$ cat src/rtl/regfile_wb_scheduler_if.sv
// Bundle of the signals between the execute/LSU stages and the register-file
// writeback scheduler.
//   master : issue stage, ALU writeback and LSU return path (drive requests)
//   slave  : regfile_wb_scheduler (grants, register-file write port, busy_mask)
// Signals:
//   issue_valid/rs1/rs2/rd -> issue_ready         issue-stage hazard query
//   alu_wb_valid/rd/data   -> alu_wb_ready        ALU writeback request/grant
//   lsu_wb_valid/rd/data   -> lsu_wb_ready        LSU load-return request/grant
//   rf_we/rf_a3/rf_wd3                            register-file write port
//   busy_mask                                     outstanding-write scoreboard
interface regfile_wb_scheduler_if #(
  parameter int XLEN  = 32,
  parameter int NREGS = 32,
  parameter int AW    = 5
);
  logic             issue_valid;
  logic [AW-1:0]    issue_rs1;
  logic [AW-1:0]    issue_rs2;
  logic [AW-1:0]    issue_rd;
  logic             issue_ready;

  logic             alu_wb_valid;
  logic [AW-1:0]    alu_wb_rd;
  logic [XLEN-1:0]  alu_wb_data;
  logic             alu_wb_ready;

  logic             lsu_wb_valid;
  logic [AW-1:0]    lsu_wb_rd;
  logic [XLEN-1:0]  lsu_wb_data;
  logic             lsu_wb_ready;

  logic             rf_we;
  logic [AW-1:0]    rf_a3;
  logic [XLEN-1:0]  rf_wd3;
  logic [NREGS-1:0] busy_mask;

  modport master (
    output issue_valid, issue_rs1, issue_rs2, issue_rd,
    input  issue_ready,
    output alu_wb_valid, alu_wb_rd, alu_wb_data,
    input  alu_wb_ready,
    output lsu_wb_valid, lsu_wb_rd, lsu_wb_data,
    input  lsu_wb_ready,
    input  rf_we, rf_a3, rf_wd3, busy_mask
  );

  modport slave (
    input  issue_valid, issue_rs1, issue_rs2, issue_rd,
    output issue_ready,
    input  alu_wb_valid, alu_wb_rd, alu_wb_data,
    output alu_wb_ready,
    input  lsu_wb_valid, lsu_wb_rd, lsu_wb_data,
    output lsu_wb_ready,
    output rf_we, rf_a3, rf_wd3, busy_mask
  );
endinterface

$ cat src/rtl/regfile_wb_scheduler.sv
// regfile_wb_scheduler
// Shares the single register-file write port between the ALU writeback path
// and the LSU load-return path with round-robin arbitration, and keeps a
// per-register busy scoreboard so the issue stage stalls on RAW/WAW hazards
// against writes that have not reached the register file yet.
// Ports:
//   clk    in  clock, all state updates on posedge
//   reset  in  asynchronous, active-high reset
//   bus    slave modport of regfile_wb_scheduler_if:
//          issue_* (hazard query), alu_wb_* / lsu_wb_* (writeback requests,
//          ready = grant), rf_we/rf_a3/rf_wd3 (registered write port),
//          busy_mask (bit i = write to xi outstanding)
module regfile_wb_scheduler #(
  parameter int XLEN  = 32,
  parameter int NREGS = 32,
  parameter int AW    = 5
) (
  input  logic                  clk,
  input  logic                  reset,
  regfile_wb_scheduler_if.slave bus
);

  localparam logic [NREGS-1:0] ONE_HOT0 = {{(NREGS-1){1'b0}}, 1'b1};

  // Round-robin state: 1 = ALU wins the next two-way contention.
  logic             favour_alu_p1;

  logic             grant_alu;
  logic             grant_lsu;
  logic             grant_any;
  logic [AW-1:0]    grant_rd;
  logic [XLEN-1:0]  grant_data;

  logic             vld_p1;
  logic [AW-1:0]    rd_p1;
  logic [XLEN-1:0]  data_p1;

  logic [NREGS-1:0] busy_p1;
  logic [NREGS-1:0] busy_set;
  logic [NREGS-1:0] busy_clr;
  logic [NREGS-1:0] busy_next;
  logic             issue_ok;
  logic             issue_fire;

  // Stage p0: arbitration and hazard check (combinational from registered state)
  always_comb begin
    grant_alu  = bus.alu_wb_valid & (~bus.lsu_wb_valid | favour_alu_p1);
    grant_lsu  = bus.lsu_wb_valid & (~bus.alu_wb_valid | ~favour_alu_p1);
    grant_any  = grant_alu | grant_lsu;
    grant_rd   = grant_alu ? bus.alu_wb_rd   : bus.lsu_wb_rd;
    grant_data = grant_alu ? bus.alu_wb_data : bus.lsu_wb_data;
  end

  // Only the registered scoreboard is consulted: a write committing this
  // cycle releases its register for issue in the following cycle.
  always_comb begin
    issue_ok   = ~(busy_p1[bus.issue_rs1] | busy_p1[bus.issue_rs2] |
                   busy_p1[bus.issue_rd]);
    issue_fire = bus.issue_valid & issue_ok & (bus.issue_rd != '0);
  end

  // Set is applied after clear so a forced same-bit collision leaves it busy.
  always_comb begin
    busy_set     = issue_fire ? (ONE_HOT0 << bus.issue_rd) : '0;
    busy_clr     = vld_p1     ? (ONE_HOT0 << rd_p1)        : '0;
    busy_next    = (busy_p1 & ~busy_clr) | busy_set;
    busy_next[0] = 1'b0;
  end

  // Stage p1: write-port register and scoreboard
  always_ff @(posedge clk or posedge reset) begin
    if (reset) begin
      favour_alu_p1 <= 1'b1;
      vld_p1        <= 1'b0;
      rd_p1         <= '0;
      data_p1       <= '0;
      busy_p1       <= '0;
    end else begin
      if (grant_any) begin
        favour_alu_p1 <= grant_lsu;
        rd_p1         <= grant_rd;
        data_p1       <= grant_data;
      end
      // A granted write to x0 is accepted but never drives the write port.
      vld_p1  <= grant_any & (grant_rd != '0);
      busy_p1 <= busy_next;
    end
  end

  assign bus.issue_ready  = issue_ok;
  assign bus.alu_wb_ready = grant_alu;
  assign bus.lsu_wb_ready = grant_lsu;
  assign bus.rf_we        = vld_p1;
  assign bus.rf_a3        = rd_p1;
  assign bus.rf_wd3       = data_p1;
  assign bus.busy_mask    = busy_p1;

  // A committing write should always target a register marked busy; anything
  // else means a writeback arrived without a matching issue.
  a_wb_target_busy: assert property (
    @(posedge clk) disable iff (reset) vld_p1 |-> busy_p1[rd_p1]
  );

endmodule

$ cat src/flat_wrapper.sv
// flat-port wrapper written by rule: the top's interface ports become plain ports
module regfile_wb_scheduler_flat 
#(
  parameter int XLEN  = 32,
  parameter int NREGS = 32,
  parameter int AW    = 5
)
  (clk, reset, bus_issue_valid, bus_issue_rs1, bus_issue_rs2, bus_issue_rd, bus_issue_ready, bus_alu_wb_valid, bus_alu_wb_rd, bus_alu_wb_data, bus_alu_wb_ready, bus_lsu_wb_valid, bus_lsu_wb_rd, bus_lsu_wb_data, bus_lsu_wb_ready, bus_rf_we, bus_rf_a3, bus_rf_wd3, bus_busy_mask);
  regfile_wb_scheduler_if #(.XLEN(XLEN), .NREGS(NREGS), .AW(AW)) bus_i ();
  input  logic clk;
  input  logic reset;
  input wire logic [$bits(bus_i.issue_valid)-1:0] bus_issue_valid;
  input wire logic [$bits(bus_i.issue_rs1)-1:0] bus_issue_rs1;
  input wire logic [$bits(bus_i.issue_rs2)-1:0] bus_issue_rs2;
  input wire logic [$bits(bus_i.issue_rd)-1:0] bus_issue_rd;
  output wire logic [$bits(bus_i.issue_ready)-1:0] bus_issue_ready;
  input wire logic [$bits(bus_i.alu_wb_valid)-1:0] bus_alu_wb_valid;
  input wire logic [$bits(bus_i.alu_wb_rd)-1:0] bus_alu_wb_rd;
  input wire logic [$bits(bus_i.alu_wb_data)-1:0] bus_alu_wb_data;
  output wire logic [$bits(bus_i.alu_wb_ready)-1:0] bus_alu_wb_ready;
  input wire logic [$bits(bus_i.lsu_wb_valid)-1:0] bus_lsu_wb_valid;
  input wire logic [$bits(bus_i.lsu_wb_rd)-1:0] bus_lsu_wb_rd;
  input wire logic [$bits(bus_i.lsu_wb_data)-1:0] bus_lsu_wb_data;
  output wire logic [$bits(bus_i.lsu_wb_ready)-1:0] bus_lsu_wb_ready;
  output wire logic [$bits(bus_i.rf_we)-1:0] bus_rf_we;
  output wire logic [$bits(bus_i.rf_a3)-1:0] bus_rf_a3;
  output wire logic [$bits(bus_i.rf_wd3)-1:0] bus_rf_wd3;
  output wire logic [$bits(bus_i.busy_mask)-1:0] bus_busy_mask;
  assign bus_i.issue_valid = bus_issue_valid;
  assign bus_i.issue_rs1 = bus_issue_rs1;
  assign bus_i.issue_rs2 = bus_issue_rs2;
  assign bus_i.issue_rd = bus_issue_rd;
  assign bus_issue_ready = bus_i.issue_ready;
  assign bus_i.alu_wb_valid = bus_alu_wb_valid;
  assign bus_i.alu_wb_rd = bus_alu_wb_rd;
  assign bus_i.alu_wb_data = bus_alu_wb_data;
  assign bus_alu_wb_ready = bus_i.alu_wb_ready;
  assign bus_i.lsu_wb_valid = bus_lsu_wb_valid;
  assign bus_i.lsu_wb_rd = bus_lsu_wb_rd;
  assign bus_i.lsu_wb_data = bus_lsu_wb_data;
  assign bus_lsu_wb_ready = bus_i.lsu_wb_ready;
  assign bus_rf_we = bus_i.rf_we;
  assign bus_rf_a3 = bus_i.rf_a3;
  assign bus_rf_wd3 = bus_i.rf_wd3;
  assign bus_busy_mask = bus_i.busy_mask;
  regfile_wb_scheduler #(.XLEN(XLEN), .NREGS(NREGS), .AW(AW)) u_core (.clk(clk), .reset(reset), .bus(bus_i));
endmodule
$ cat config.mk
export PLATFORM = sky130hd
export DESIGN_NAME = regfile_wb_scheduler_flat
export DESIGN_NICKNAME = d
export VERILOG_FILES = /design/src/rtl/regfile_wb_scheduler_if.sv /design/src/rtl/regfile_wb_scheduler.sv /design/src/flat_wrapper.sv
export SDC_FILE = /design/constraint.sdc
export NUM_CORES = 1
export LEC_CHECK = 0
export CAP_MARGIN = 20
export CORE_UTILIZATION = 30
export CTS_BUF_LIST = sky130_fd_sc_hd__clkbuf_16
export CTS_CLUSTER_DIAMETER = 150
export DETAILED_ROUTE_END_ITERATION = 6
export SLEW_MARGIN = 20
export SYNTH_ARGS = -nofsm -noshare
export SYNTH_HDL_FRONTEND = slang
export SYNTH_SLANG_ARGS = --single-unit
$ cat constraint.sdc
create_clock -name clk -period 4.35 [get_ports clk]
set_input_delay 1.0875 -clock clk [delete_from_list [all_inputs] [get_ports clk]]
set_output_delay 1.0875 -clock clk [all_outputs]
set_load 0.03 [all_outputs]
==> results summary <==
The count of routing violations after the opening detailed-route iteration is 291. For this design the total switching power over the nets is roughly 1.5 mW. The first global-routing pass estimated 23,500 µm of wire.

The synthesized-area fraction occupied by ao, oa, aoi and oai cells is 19.0%. The count of hold buffers inserted by post-cts repair came out at 0. The fraction of the yosys area taken by sequential cells is 42.2%.

The largest single stage delay on the critical path is 0.69 ns. The main combinational cell family by area after synthesis is simple AND/OR/NAND/NOR gates. The number of core rows is 42.

The H-tree depth reported by CTS came out at 3. The async set-reset flop share out of synthesis is between 90% and 100%. The sum of overflow across all layers after global routing came out at 0. The fraction of the mapped netlist area in adder cells came out at 0%. The pre-CTS worst setup slack came out at -0.0338 ns.

The die is ~120 µm wide. Once the floorplan was initialized, standard cells occupied 31.0% of the core. The post-placement cell count is approximately 790. The yosys synthesis warning count is 0. The number of nets at the end of the flow came out at 714. Entering global routing, the biggest net connects 44 pins. For this run, the number of standard cells in the final layout without fillers is approximately 800. The part of the total power dissipated in sequential elements is between 30% and 40%. The routed design could run at a clock period as short as ~4.3 ns. Summed over all cells, the static leakage comes to 2.49 nW. The area share of the leading cell type in the synthesized netlist came out at about two fifths. The slowest stage of the critical path is the a2111oi_0 cell.

The area inside the core boundary is 13,400 µm². The capturing element type of the critical path is an output port. The cell count after synthesis is 459.

The count of buffer and inverter cells on the critical path came out at 3. The run finished with clean final reports. The number of CTS-inserted buffers came out at 9. Setup repair after global routing left no endpoint under its margin. Fill cells in the final layout number about 1,300.

The most frequent cell on the critical path is buf_4. The classification of the worst-slack hold path is reg -> reg. The number of synthesized flops with an enable pin came out at 0. The combined global-route utilization of all metal layers is 21.3%.

For this run, the leading register cell type out of synthesis is dfrtp_1. Across all setup checks in the final design, the least slack found is 0.0857 ns. The internal power of the cells came out at 2.00 mW. Combinational logic burns 46.0% of the power.

The number of nets still failing antenna checks after routing came out at 0. The floorplan die area is ~14,000 µm². IR analysis of the VDD net gives a maximum drop of ~0.00019 V. The count of buffers added on input and output ports is 165. The number of top-level pins is 167. The initial antenna violation count was 0. The via count normalized by instance count is 5.44. The highest fanout seen on the critical path came out at 8. The proportion of total power due to net switching came out at 42.4%. Setup total negative slack on the finished layout was measured at 0 ns.

Along the worst hold path, the cell count comes to 2. The routed via count is 4,354. Traced cell by cell, the critical path runs through clkdlybuf4s50_1 -> buf_4 -> nor2b_1 -> a221oi_1 -> a2111oi_0 -> nor3_1 -> nand3_2 -> nor2_2 -> buf_4.

The antenna diode count is 0. The power density relative to cell area came out at 552 nW/µm². The worst setup skew after layout is 0.00383 ns. The library cell occupying the most area in the post-synthesis netlist is dfrtp_1. After synthesis, the netlist uses 47 different library cells. On the final layout, the worst hold slack is 0.500 ns.

The sequential cell area in the final layout came out at 1750 µm². The number of global-route vias before repair is 4,372. The cell area after synthesis came out at around 4200 µm². Summing all multi-input logic gate instances after layout gives 2190 µm². The routed wirelength normalized by instance count is 18.9 µm. The data arrival time at the worst-slack endpoint is 3.18 ns. The area growth from synthesis to layout is 51.2%. The relative contribution of the clock network to total power came out at 20.0%.

Counting cells, the worst reg-to-reg path comes to 6. The clock passes through at most 2 buffers. Setup violations remaining at the end of the flow were counted as 0. The clock latency on the worst-skew pair came out at 0.33 ns.

The reported max-cap violation count came out at 0. The worst-margin pin slew is 0.815 ns. The number of logic stages on the critical path including buffering came out at 9. The count of TritonRoute iterations in the first routing pass is 5.

The clock root buffer is clkbuf_16. In the routed design, unresolved DRC markers number 0. The weighted congestion at the end of routability-driven global placement is 0.919.

Broken down by cell family, the worst path's largest delay share belongs to buffers and inverters. Summing the areas of all xor and xnor instances in the mapped netlist gives 0% of the synthesized area. The critical path data required time came out at between 3 and 4 ns. The fraction of final layout cells sized beyond drive strength 1 came out at a little over a tenth. Yosys attributes the largest share of cell area to dfrtp_1 (42%), nor2_1 (7.8%), mux4_2 (6.0%).

The final hold violation count came out at 0. STA classifies the critical path startpoint as an input port. After synthesis, the mean cell area works out to 9.06 µm².

The half-perimeter wire length after detailed placement is 11,500 µm. The final wirelength came out at 15,100 µm. The vertical die dimension is approximately 120 µm. The clock tree from TritonCTS is built. The area share of and/or/nand/nor cells after synthesis is 20.6%. The max-slew violation count came out at 0. The critical path is of the in -> out type. The share of cell area taken by muxes after synthesis is 13.0%. Timing would allow up to ~230 MHz. The synthesized design contains 70 register bits. The ratio of final minimum period to clock period came out at 98.0%. The total nets after synthesis came out at 553. Measured against its own limit, the worst slew margin works out to around 46%.

The clock transition time at the flip-flop clock pins of the worst setup and hold paths came out at around 0.050 ns. The clock sink count came out at 70.
==> worst reg2reg max path, stage by stage, from the launching register on <==
cell and delay (ns):
dfrtp_1 0.46, mux2_1 0.33, o311ai_1 0.30, nor4bb_1 0.11, or3_1 0.44, buf_4 0.27
o41ai_1 0.41
==> area by class of cell <==
class	instances	share of cell area, %
flip-flops and latches	70	27.9
clock inverters	7	0.876
inverters	9	0.537
clock buffers	9	3.58
multi-input cells	345	34.9
repair buffers	185	28.7
well taps	176	3.50
==> power groups by stage <==
stage / Combinational (mW) / Sequential [mW] / Clock [mW]
2_1_floorplan: 0.596 / 1.41 / 0
3_3_place_gp: 1.57 / 1.20 / 0
3_5_place_dp: 1.60 / 1.19 / 0
4_1_cts: 1.60 / 1.18 / 0.713
5_1_grt: 1.70 / 1.20 / 0.740
6_report: 1.60 / 1.18 / 0.695
==> metrics by stage <==
stage	utilization, %	total power, mW	area (µm²)
3_3_place_gp	44.7	2.77	6000
5_1_grt	46.9	3.64	6290
6_report	46.9	3.47	6290
2_1_floorplan	-	2.00	4160
4_1_cts	46.8	3.49	6280
3_5_place_dp	44.7	2.78	6000
==> kinds of logic after synthesis <==
logic type      count (synthesis)
simple gates                  190
compound gates                115
flops                          70
buf+inv                        44
mux                            39
other cells                     1
==> state kept, by name, indices dropped and copies added, names as in the netlist <==
| register | count |
|---|---|
| u_core.bus.rf_a3 | 5 |
| u_core.bus.rf_wd3 | 32 |
| u_core.bus.busy_mask | 31 |
| u_core.favour_alu_p1 | 1 |
| u_core.bus.rf_we | 1 |
==> timing repair <==
item	CTS	global route
setup endpoints to repair	1	1
pin swaps	0	1
setup buffers	0	0
resized for setup	2	4
gates cloned	0	0
endpoints found under the hold margin	0	0
==> layout by cell type, fill, tap and decap left out, drive strengths merged, types with 6 or more instances in the layout <==
| cell type | Yosys | layout |
|---|---|---|
| clkinv | 0 | 6 |
| nand3 | 18 | 18 |
| o41ai | 7 | 7 |
| mux2 | 10 | 10 |
| mux4 | 11 | 11 |
| o22ai | 36 | 36 |
| nand2b | 9 | 9 |
| inv | 9 | 9 |
| o31ai | 24 | 24 |
| o21ai | 33 | 33 |
| buf | 16 | 22 |
| nor2b | 12 | 12 |
| nor2 | 86 | 86 |
| clkbuf | 19 | 9 |
| mux2i | 18 | 18 |
| dfrtp | 69 | 69 |
| nand2 | 44 | 44 |
| clkdlybuf4s50 | 0 | 158 |
==> routing by layer <==
layer | GRT usage (%) | wire [µm]
met5 | 0 | 0
met3 | 7.18 | 1610
met2 | 34.6 | 7100
met1 | 26.6 | 6170
met4 | 6.33 | 232
==> cells in the mapped netlist (4+ instances only) <==
cell type,count
nor2_1,86
dfrtp_1,69
o41ai_2,5
nor3_1,4
inv_1,9
mux4_2,11
nand3_1,17
buf_2,8
o21ai_0,32
o22ai_1,36
clkbuf_1,19
a31oi_1,5
buf_6,4
o31ai_1,24
nand2_1,44
nand2b_1,9
mux2i_1,18
mux2_2,9
nor2b_1,12
==> final timing paths <==
| kind | startpoint | end | slack, ns |
|---|---|---|---|
| hold / removal | u_core.favour_alu_p1$_DFFE_PP1P_ | u_core.favour_alu_p1$_DFFE_PP1P_ | 0.50 |
| setup reg to reg | u_core.bus.busy_mask[11]$_DFF_PP0_ | u_core.bus.busy_mask[31]$_DFF_PP0_ | 1.93 |
| hold reg to reg | u_core.favour_alu_p1$_DFFE_PP1P_ | u_core.favour_alu_p1$_DFFE_PP1P_ | 0.50 |
| max in group asynchronous | reset | u_core.favour_alu_p1$_DFFE_PP1P_ | 2.30 |
| setup / recovery | bus_issue_rs2[2] | bus_issue_ready | 0.09 |
| min in group asynchronous | reset | u_core.bus.rf_wd3[8]$_DFFE_PP0P_ | 1.25 |
Power figures use the tool's default switching activity.
